<file path="src/rtl/video_timing_gen_if.sv">
// Raster timing bundle carried from the timing generator to the video pipeline.
// The master (video_timing_gen) drives every field. The slave modport is for
// consumers such as pixel fetch, the scaler or the video mixer.
//   hcount/vcount           raster position
//   hs/vs                   sync pulses, polarity set by the generator parameters
//   hb/vb/de                blanking (active-high) and display enable
//   win/win_x/win_y         inner-window flag and window-relative coordinates
//   line_start/frame_start  one-clk pulses on hcount / hcount+vcount wrap
interface video_timing_gen_if #(
    parameter int CNT_W = 9
);
    logic [CNT_W-1:0] hcount;
    logic [CNT_W-1:0] vcount;
    logic             hs;
    logic             vs;
    logic             hb;
    logic             vb;
    logic             de;
    logic             win;
    logic [CNT_W-1:0] win_x;
    logic [CNT_W-1:0] win_y;
    logic             line_start;
    logic             frame_start;

    modport master (
        output hcount, vcount, hs, vs, hb, vb, de, win, win_x, win_y,
               line_start, frame_start
    );

    modport slave (
        input  hcount, vcount, hs, vs, hb, vb, de, win, win_x, win_y,
               line_start, frame_start
    );
endinterface

</file>
<file path="src/rtl/video_timing_gen.sv">
// Parametrised raster timing generator with pixel clock enable, synchronous
// reset, programmable sync timing/polarity and a centred inner display window.
// Ports:
//   clk     system clock
//   reset   synchronous, active-high; forces the raster to (0,0)
//   ce_pix  pixel enable; all state advances only when high
//   vid     timing bundle (master modport), every field registered
// The next counter values are computed first and every decoded output is
// derived from those same next values. As a result, the registered decodes
// always describe the registered counters in the same cycle.
module video_timing_gen #(
    parameter int CNT_W        = 9,
    parameter int H_ACTIVE     = 256,
    parameter int H_SYNC_START = 274,
    parameter int H_SYNC_END   = 299,
    parameter int H_TOTAL      = 342,
    parameter int V_ACTIVE     = 224,
    parameter int V_SYNC_START = 242,
    parameter int V_SYNC_END   = 245,
    parameter int V_TOTAL      = 277,
    parameter int HS_POL       = 0,
    parameter int VS_POL       = 0,
    parameter int WIN_X0       = 32,
    parameter int WIN_W        = 192,
    parameter int WIN_Y0       = 20,
    parameter int WIN_H        = 184
) (
    input  logic                clk,
    input  logic                reset,
    input  logic                ce_pix,
    video_timing_gen_if.master  vid
);

    // Bounds are compared one bit wider so an end value of 2**CNT_W still fits.
    localparam int CW1 = CNT_W + 1;

    localparam logic [CNT_W-1:0] H_LAST  = CNT_W'(H_TOTAL - 1);
    localparam logic [CNT_W-1:0] V_LAST  = CNT_W'(V_TOTAL - 1);
    localparam logic [CNT_W-1:0] WX0     = CNT_W'(WIN_X0);
    localparam logic [CNT_W-1:0] WY0     = CNT_W'(WIN_Y0);
    localparam logic [CW1-1:0]   H_ACT_W = CW1'(H_ACTIVE);
    localparam logic [CW1-1:0]   V_ACT_W = CW1'(V_ACTIVE);
    localparam logic [CW1-1:0]   HSS_W   = CW1'(H_SYNC_START);
    localparam logic [CW1-1:0]   HSE_W   = CW1'(H_SYNC_END);
    localparam logic [CW1-1:0]   VSS_W   = CW1'(V_SYNC_START);
    localparam logic [CW1-1:0]   VSE_W   = CW1'(V_SYNC_END);
    localparam logic [CW1-1:0]   WX0_W   = CW1'(WIN_X0);
    localparam logic [CW1-1:0]   WX1_W   = CW1'(WIN_X0 + WIN_W);
    localparam logic [CW1-1:0]   WY0_W   = CW1'(WIN_Y0);
    localparam logic [CW1-1:0]   WY1_W   = CW1'(WIN_Y0 + WIN_H);
    localparam logic             HS_ACT  = (HS_POL != 0);
    localparam logic             VS_ACT  = (VS_POL != 0);

    // Parameter sanity: the offending set fails at elaboration.
    if (H_TOTAL > (1 << CNT_W) || V_TOTAL > (1 << CNT_W) ||
        H_SYNC_END > H_TOTAL || V_SYNC_END > V_TOTAL ||
        H_ACTIVE > H_TOTAL || V_ACTIVE > V_TOTAL ||
        WIN_X0 + WIN_W > H_ACTIVE || WIN_Y0 + WIN_H > V_ACTIVE) begin : g_bad_params
        $error("video_timing_gen: inconsistent timing parameters");
    end

    logic [CNT_W-1:0] hcount_q, hcount_d;
    logic [CNT_W-1:0] vcount_q, vcount_d;
    logic             hs_q, hs_d;
    logic             vs_q, vs_d;
    logic             hb_q, hb_d;
    logic             vb_q, vb_d;
    logic             de_q, de_d;
    logic             win_q, win_d;
    logic [CNT_W-1:0] win_x_q, win_x_d;
    logic [CNT_W-1:0] win_y_q, win_y_d;
    logic             line_start_q, line_start_d;
    logic             frame_start_q, frame_start_d;

    logic             h_wrap;
    logic [CW1-1:0]   hx, vx;
    logic             in_wx, in_wy;

    always_comb begin
        hcount_d      = hcount_q;
        vcount_d      = vcount_q;
        line_start_d  = 1'b0;
        frame_start_d = 1'b0;
        h_wrap        = (hcount_q == H_LAST);

        if (ce_pix) begin
            line_start_d = h_wrap;
            if (h_wrap) begin
                hcount_d = '0;
                if (vcount_q == V_LAST) begin
                    vcount_d      = '0;
                    frame_start_d = 1'b1;
                end else begin
                    vcount_d = vcount_q + 1'b1;
                end
            end else begin
                hcount_d = hcount_q + 1'b1;
            end
        end

        // Decode from the next position. When ce_pix is low the counters are
        // held, so these values equal the registered ones and the outputs hold.
        hx     = {1'b0, hcount_d};
        vx     = {1'b0, vcount_d};
        hb_d   = (hx >= H_ACT_W);
        vb_d   = (vx >= V_ACT_W);
        de_d   = ~hb_d & ~vb_d;
        hs_d   = ((hx >= HSS_W) && (hx < HSE_W)) ? HS_ACT : ~HS_ACT;
        vs_d   = ((vx >= VSS_W) && (vx < VSE_W)) ? VS_ACT : ~VS_ACT;
        in_wx  = (hx >= WX0_W) && (hx < WX1_W);
        in_wy  = (vx >= WY0_W) && (vx < WY1_W);
        win_d  = in_wx & in_wy;
        win_x_d = win_d ? (hcount_d - WX0) : '0;
        win_y_d = win_d ? (vcount_d - WY0) : '0;
    end

    // The reset values are the decode of position (0,0), with both pulses cleared.
    always_ff @(posedge clk) begin
        if (reset) begin
            hcount_q      <= '0;
            vcount_q      <= '0;
            hs_q          <= ~HS_ACT;
            vs_q          <= ~VS_ACT;
            hb_q          <= 1'b0;
            vb_q          <= 1'b0;
            de_q          <= 1'b1;
            win_q         <= 1'b0;
            win_x_q       <= '0;
            win_y_q       <= '0;
            line_start_q  <= 1'b0;
            frame_start_q <= 1'b0;
        end else begin
            hcount_q      <= hcount_d;
            vcount_q      <= vcount_d;
            hs_q          <= hs_d;
            vs_q          <= vs_d;
            hb_q          <= hb_d;
            vb_q          <= vb_d;
            de_q          <= de_d;
            win_q         <= win_d;
            win_x_q       <= win_x_d;
            win_y_q       <= win_y_d;
            line_start_q  <= line_start_d;
            frame_start_q <= frame_start_d;
        end
    end

    assign vid.hcount      = hcount_q;
    assign vid.vcount      = vcount_q;
    assign vid.hs          = hs_q;
    assign vid.vs          = vs_q;
    assign vid.hb          = hb_q;
    assign vid.vb          = vb_q;
    assign vid.de          = de_q;
    assign vid.win         = win_q;
    assign vid.win_x       = win_x_q;
    assign vid.win_y       = win_y_q;
    assign vid.line_start  = line_start_q;
    assign vid.frame_start = frame_start_q;

endmodule

</file>
<file path="src/flat_wrapper.sv">
// flat-port wrapper written by rule: the top's interface ports become plain ports
module video_timing_gen_flat 
#(
    parameter int CNT_W        = 9,
    parameter int H_ACTIVE     = 256,
    parameter int H_SYNC_START = 274,
    parameter int H_SYNC_END   = 299,
    parameter int H_TOTAL      = 342,
    parameter int V_ACTIVE     = 224,
    parameter int V_SYNC_START = 242,
    parameter int V_SYNC_END   = 245,
    parameter int V_TOTAL      = 277,
    parameter int HS_POL       = 0,
    parameter int VS_POL       = 0,
    parameter int WIN_X0       = 32,
    parameter int WIN_W        = 192,
    parameter int WIN_Y0       = 20,
    parameter int WIN_H        = 184
)
  (clk, reset, ce_pix, vid_hcount, vid_vcount, vid_hs, vid_vs, vid_hb, vid_vb, vid_de, vid_win, vid_win_x, vid_win_y, vid_line_start, vid_frame_start);
  video_timing_gen_if #(.CNT_W(CNT_W)) vid_i ();
  input  logic clk;
  input  logic reset;
  input  logic ce_pix;
  output wire logic [$bits(vid_i.hcount)-1:0] vid_hcount;
  output wire logic [$bits(vid_i.vcount)-1:0] vid_vcount;
  output wire logic [$bits(vid_i.hs)-1:0] vid_hs;
  output wire logic [$bits(vid_i.vs)-1:0] vid_vs;
  output wire logic [$bits(vid_i.hb)-1:0] vid_hb;
  output wire logic [$bits(vid_i.vb)-1:0] vid_vb;
  output wire logic [$bits(vid_i.de)-1:0] vid_de;
  output wire logic [$bits(vid_i.win)-1:0] vid_win;
  output wire logic [$bits(vid_i.win_x)-1:0] vid_win_x;
  output wire logic [$bits(vid_i.win_y)-1:0] vid_win_y;
  output wire logic [$bits(vid_i.line_start)-1:0] vid_line_start;
  output wire logic [$bits(vid_i.frame_start)-1:0] vid_frame_start;
  assign vid_hcount = vid_i.hcount;
  assign vid_vcount = vid_i.vcount;
  assign vid_hs = vid_i.hs;
  assign vid_vs = vid_i.vs;
  assign vid_hb = vid_i.hb;
  assign vid_vb = vid_i.vb;
  assign vid_de = vid_i.de;
  assign vid_win = vid_i.win;
  assign vid_win_x = vid_i.win_x;
  assign vid_win_y = vid_i.win_y;
  assign vid_line_start = vid_i.line_start;
  assign vid_frame_start = vid_i.frame_start;
  video_timing_gen #(.CNT_W(CNT_W), .H_ACTIVE(H_ACTIVE), .H_SYNC_START(H_SYNC_START), .H_SYNC_END(H_SYNC_END), .H_TOTAL(H_TOTAL), .V_ACTIVE(V_ACTIVE), .V_SYNC_START(V_SYNC_START), .V_SYNC_END(V_SYNC_END), .V_TOTAL(V_TOTAL), .HS_POL(HS_POL), .VS_POL(VS_POL), .WIN_X0(WIN_X0), .WIN_W(WIN_W), .WIN_Y0(WIN_Y0), .WIN_H(WIN_H)) u_core (.clk(clk), .reset(reset), .ce_pix(ce_pix), .vid(vid_i));
endmodule
</file>
<file path="config.mk">
export PLATFORM = sky130hd
export DESIGN_NAME = video_timing_gen_flat
export DESIGN_NICKNAME = d
export VERILOG_FILES = /design/src/rtl/video_timing_gen_if.sv /design/src/rtl/video_timing_gen.sv /design/src/flat_wrapper.sv
export SDC_FILE = /design/constraint.sdc
export NUM_CORES = 1
export LEC_CHECK = 0
export BUFFER_PORTS_ARGS = -buffer_cell sky130_fd_sc_hd__buf_2
export CAP_MARGIN = 10
export CORE_MARGIN = 4
export CORE_UTILIZATION = 45
export CTS_CLUSTER_SIZE = 8
export DETAILED_ROUTE_END_ITERATION = 12
export GPL_TIMING_DRIVEN = 0
export PLACE_DENSITY = 0.67
export SKIP_LAST_GASP = 1
export SLEW_MARGIN = 20
export SYNTH_ARGS = -nofsm -noshare
export SYNTH_HDL_FRONTEND = slang
export SYNTH_SLANG_ARGS = --single-unit
</file>
<file path="constraint.sdc">
create_clock -name clk -period 4.65 [get_ports clk]
set_input_delay 1.1625 -clock clk [delete_from_list [all_inputs] [get_ports clk]]
set_output_delay 1.1625 -clock clk [all_outputs]
set_load 0.02 [all_outputs]
</file>
==> summary.md <==
| Metric | Value |
|---|---|
| Status | `complete, no violations` |
| Vias in the first global route | `1966` |
| EDFF count, synth | `0` |
| Post-CTS Setup Bufs | `0` |
| Post-route minimum period | `3960 ps` |
| Grt ovf | `0` |
| YS warnings | `0` |
| DRC violations left | `0` |
| Mux cell area share after synthesis | `0.859%` |
| Sequential share of the synthesized area | `36.9%` |
| Final #Nets | `317` |
| Required time worst endpoint | `4880 ps` |
| Main combinational cell family by area after synthesis | `simple AND/OR/NAND/NOR gates` |
| Setup-failing EPs final | `0` |
| Post-synthesis register bit count | `43` |
| Fill cell count | `467` |
| Post-route ant nets | `0` |
| Relative slew slack | `56.0%` |
| Initial antenna violation count | `0` |
| Gr usage total | `19.9%` |
| Top FF cell, synth | `dfxtp_1` |
| Hold buffer count at CTS | `0` |
| Worst reg2reg path endpoint | `u_core.vid.win_x[4]` |
| CP peak stage delay | `460 ps` |
| Adder-Cell Fraction of Synth Area | `5.37%` |
| CP max FO | `10` |
| Crit start category | `input port` |
| Worst Skew | `5.40 ps` |
| XOR/XNOR Fraction of Synth Area | `5.64%` |
| Synth Net Count | `264` |
| Clock slew at the register clock pins of the worst setup and hold paths | `90 ps` |
| CTS tree | `done` |
| Post-CTS sizing | `0` |
| Maximum number of pins on one net before global-route repair | `16` |
| Cell count after synthesis | `251` |
| Static Leakage | `1.14 nW` |
| CP startpoint | `ce_pix` |
| Fin. max-slew vios | `0` |
| Unrepaired setup endpoints after global routing | `no` |
| Port Buf Inserts | `46` |
| Via density | `5.42` |
| Most frequent cells in the layout | `buf_2, dfxtp_1, nor2_1` |
| FF-to-FF Start | `u_core.vid.hcount[0]` |
| Worst-Skew Late Latency | `300 ps` |
| Layout Cells excl Fill | `372` |
| TritonCTS Buffers | `5` |
| ANT cells | `0` |
| Core Box Area | `4880 µm²` |
| Die extent in x | `80.0 µm` |
| Most common library cell in the layout ignoring fill and taps | `buf_2` |
| HPWL after detailed placement | `4390 µm` |
| Root buffer cell | `clkbuf_8` |
| Via count | `2017` |
| Critical Path AT | `4190 ps` |
| Ports | `47` |
| Hold Path Class | `register to register` |
| Rows | `25` |
| Part of the cycle the worst path needs | `85.1%` |
| Final GP Congestion | `0.944` |
| R2r setup slk | `820 ps` |
| Routed WL | `5830 µm` |
| Die area | `6400 µm²` |
| Reg2Reg Depth | `13` |
| Syn Area/Cell | `9.29 µm²` |
| CTS H-Tree Depth | `2` |
| Worst VDD drop | `148 µV` |
| Die outline height | `80.0 µm` |
| Slowest cell on crit path | `or4b_1` |
| Initial core utilization | `47.8%` |
| Critical Path Sink | `u_core.vid.win_x[4]` |
| CP endpoint kind | `register` |
| Final hold vios | `0` |
| Ys async rst share | `0%` |
| Clk sink count | `43` |
| Avg WL per Cell | `15.7 µm` |
| Final setup TNS | `0 ps` |
| Layout cells sized above 1 | `29.2%` |
| CP Cell Sequence | `buf_2, buf_2, nand3_4, buf_6, clkbuf_1, o21ai_0, o31a_1, ha_1, or4b_1, a32oi_2, o2111ai_4, buf_6, nor3_2` |
| Mapped Area | `2330 µm²` |
| Finished Core Util | `56.1%` |
| Fmax | `253 MHz` |
| 1st-pass router iterations | `4` |
| Post-Synth Simple-Gate Area | `31.1%` |
| Type of the worst setup path | `input port to register` |
| Area grow syn2layout | `17.4%` |
| Max Cap Viol | `0` |
| PwrDens | `235 nW/µm²` |
| Cells after DPL | `364` |
| Worst slew pin tran | `654 ps` |
| Distinct cell type count after synthesis | `58` |
| First-pass GRT wire length | `9820 µm` |
| Complex-gate fraction of the synthesized area | `14.7%` |
| DR iter-0 viols | `137` |
| Clk buf depth | `2` |
==> per-stage QoR <==
step                area [µm²]  hold slack [ps]  setup slack, ps  total power [mW]
global placement          2650              672              492             0.405
finish                    2740              684              693             0.644
detailed placement        2650              671              456             0.405
global route              2740              789              497             0.667
CTS                       2740              702              738             0.650
floorplan                 2330              705              985             0.398
==> report_power, final <==
part | switching (mW) | leakage [nW] | total [mW] | internal (mW)
Clock | 0.140 | 0.0408 | 0.248 | 0.107
Sequential | 0.00305 | 0.347 | 0.372 | 0.369
Combinational | 0.0155 | 0.757 | 0.0244 | 0.00886
==> synth_stat cells, drive strengths merged (4+ instances only) <==
library cell  count  area (µm²)
a21oi             8        40.0
buf               8        63.8
clkbuf            4        25.0
dfxtp            43         861
ha               10         125
inv              10        37.5
nand2            22        82.6
nand3             9        57.6
nand4             6        37.5
nor2             27         104
nor3             23         170
nor3b             4        30.0
nor4              5        46.3
o21ai            10        50.1
or3               5        31.3
xnor2            12         105
==> worst max-delay path: cells and delay by family <==
| kind | cells | cell delay, ps |
|---|---|---|
| adders and majority gates | 1 | 220 |
| AOI/OAI and AO/OA | 4 | 1110 |
| and+or+nand+nor | 3 | 710 |
| buffers and inverters | 5 | 980 |
==> worst min-delay path by stage <==
stage          cells after the start                   end                 start  slack (ps)
5_1_grt                            2  u_core.vid.hcount[5]  u_core.vid.hcount[5]         790
3_5_place_dp                       2  u_core.vid.hcount[5]  u_core.vid.hcount[5]         670
3_3_place_gp                       2  u_core.vid.hcount[5]  u_core.vid.hcount[5]         670
6_report                           2  u_core.vid.hcount[5]  u_core.vid.hcount[5]         680
4_1_cts                            2  u_core.vid.hcount[5]  u_core.vid.hcount[5]         700
2_1_floorplan                      2  u_core.vid.hcount[5]  u_core.vid.hcount[5]         700
==> cells by family (layout without fill, tap and decap cells) <==
group	count (synthesis)	in the layout
AO/OA/AOI/OAI	43	43
flip-flops	43	43
XOR/XNOR	15	15
multiplexers	2	2
AND/OR/NAND/NOR	116	116
buffers and inverters	22	76
adder cells (fa/ha/maj)	10	10
==> flip-flops by register name, summed over array words and instances (netlist names), 8 cells and up <==
signal	cells
u_core.vid.win_x	9
u_core.vid.hcount	8
u_core.vid.win_y	9
u_core.vid.vcount	9
==> per-layer routing <==
metal	track usage [%]	up-vias	part of all wire, %
li1	-	1008	-
met2	33.7	74	48
met5	0	-	0
met4	5.57	0	1.2
met3	4.63	6	7.4
met1	25.0	929	44
==> cell type report <==
| cell class | instances | area (µm²) | share of cell area (%) |
|---|---|---|---|
| multi-input combinational | 186 | 1340 | 49.1 |
| sequential | 43 | 861 | 31.4 |
| timing repair buffer | 46 | 230 | 8.41 |
| buffer | 12 | 88.8 | 3.24 |
| tap | 67 | 83.8 | 3.06 |
| clock buffer | 5 | 68.8 | 2.51 |
| inverter | 10 | 37.5 | 1.37 |
| clock inverter | 3 | 23.8 | 0.868 |
Note: power is estimated with default switching activity, not from simulation.
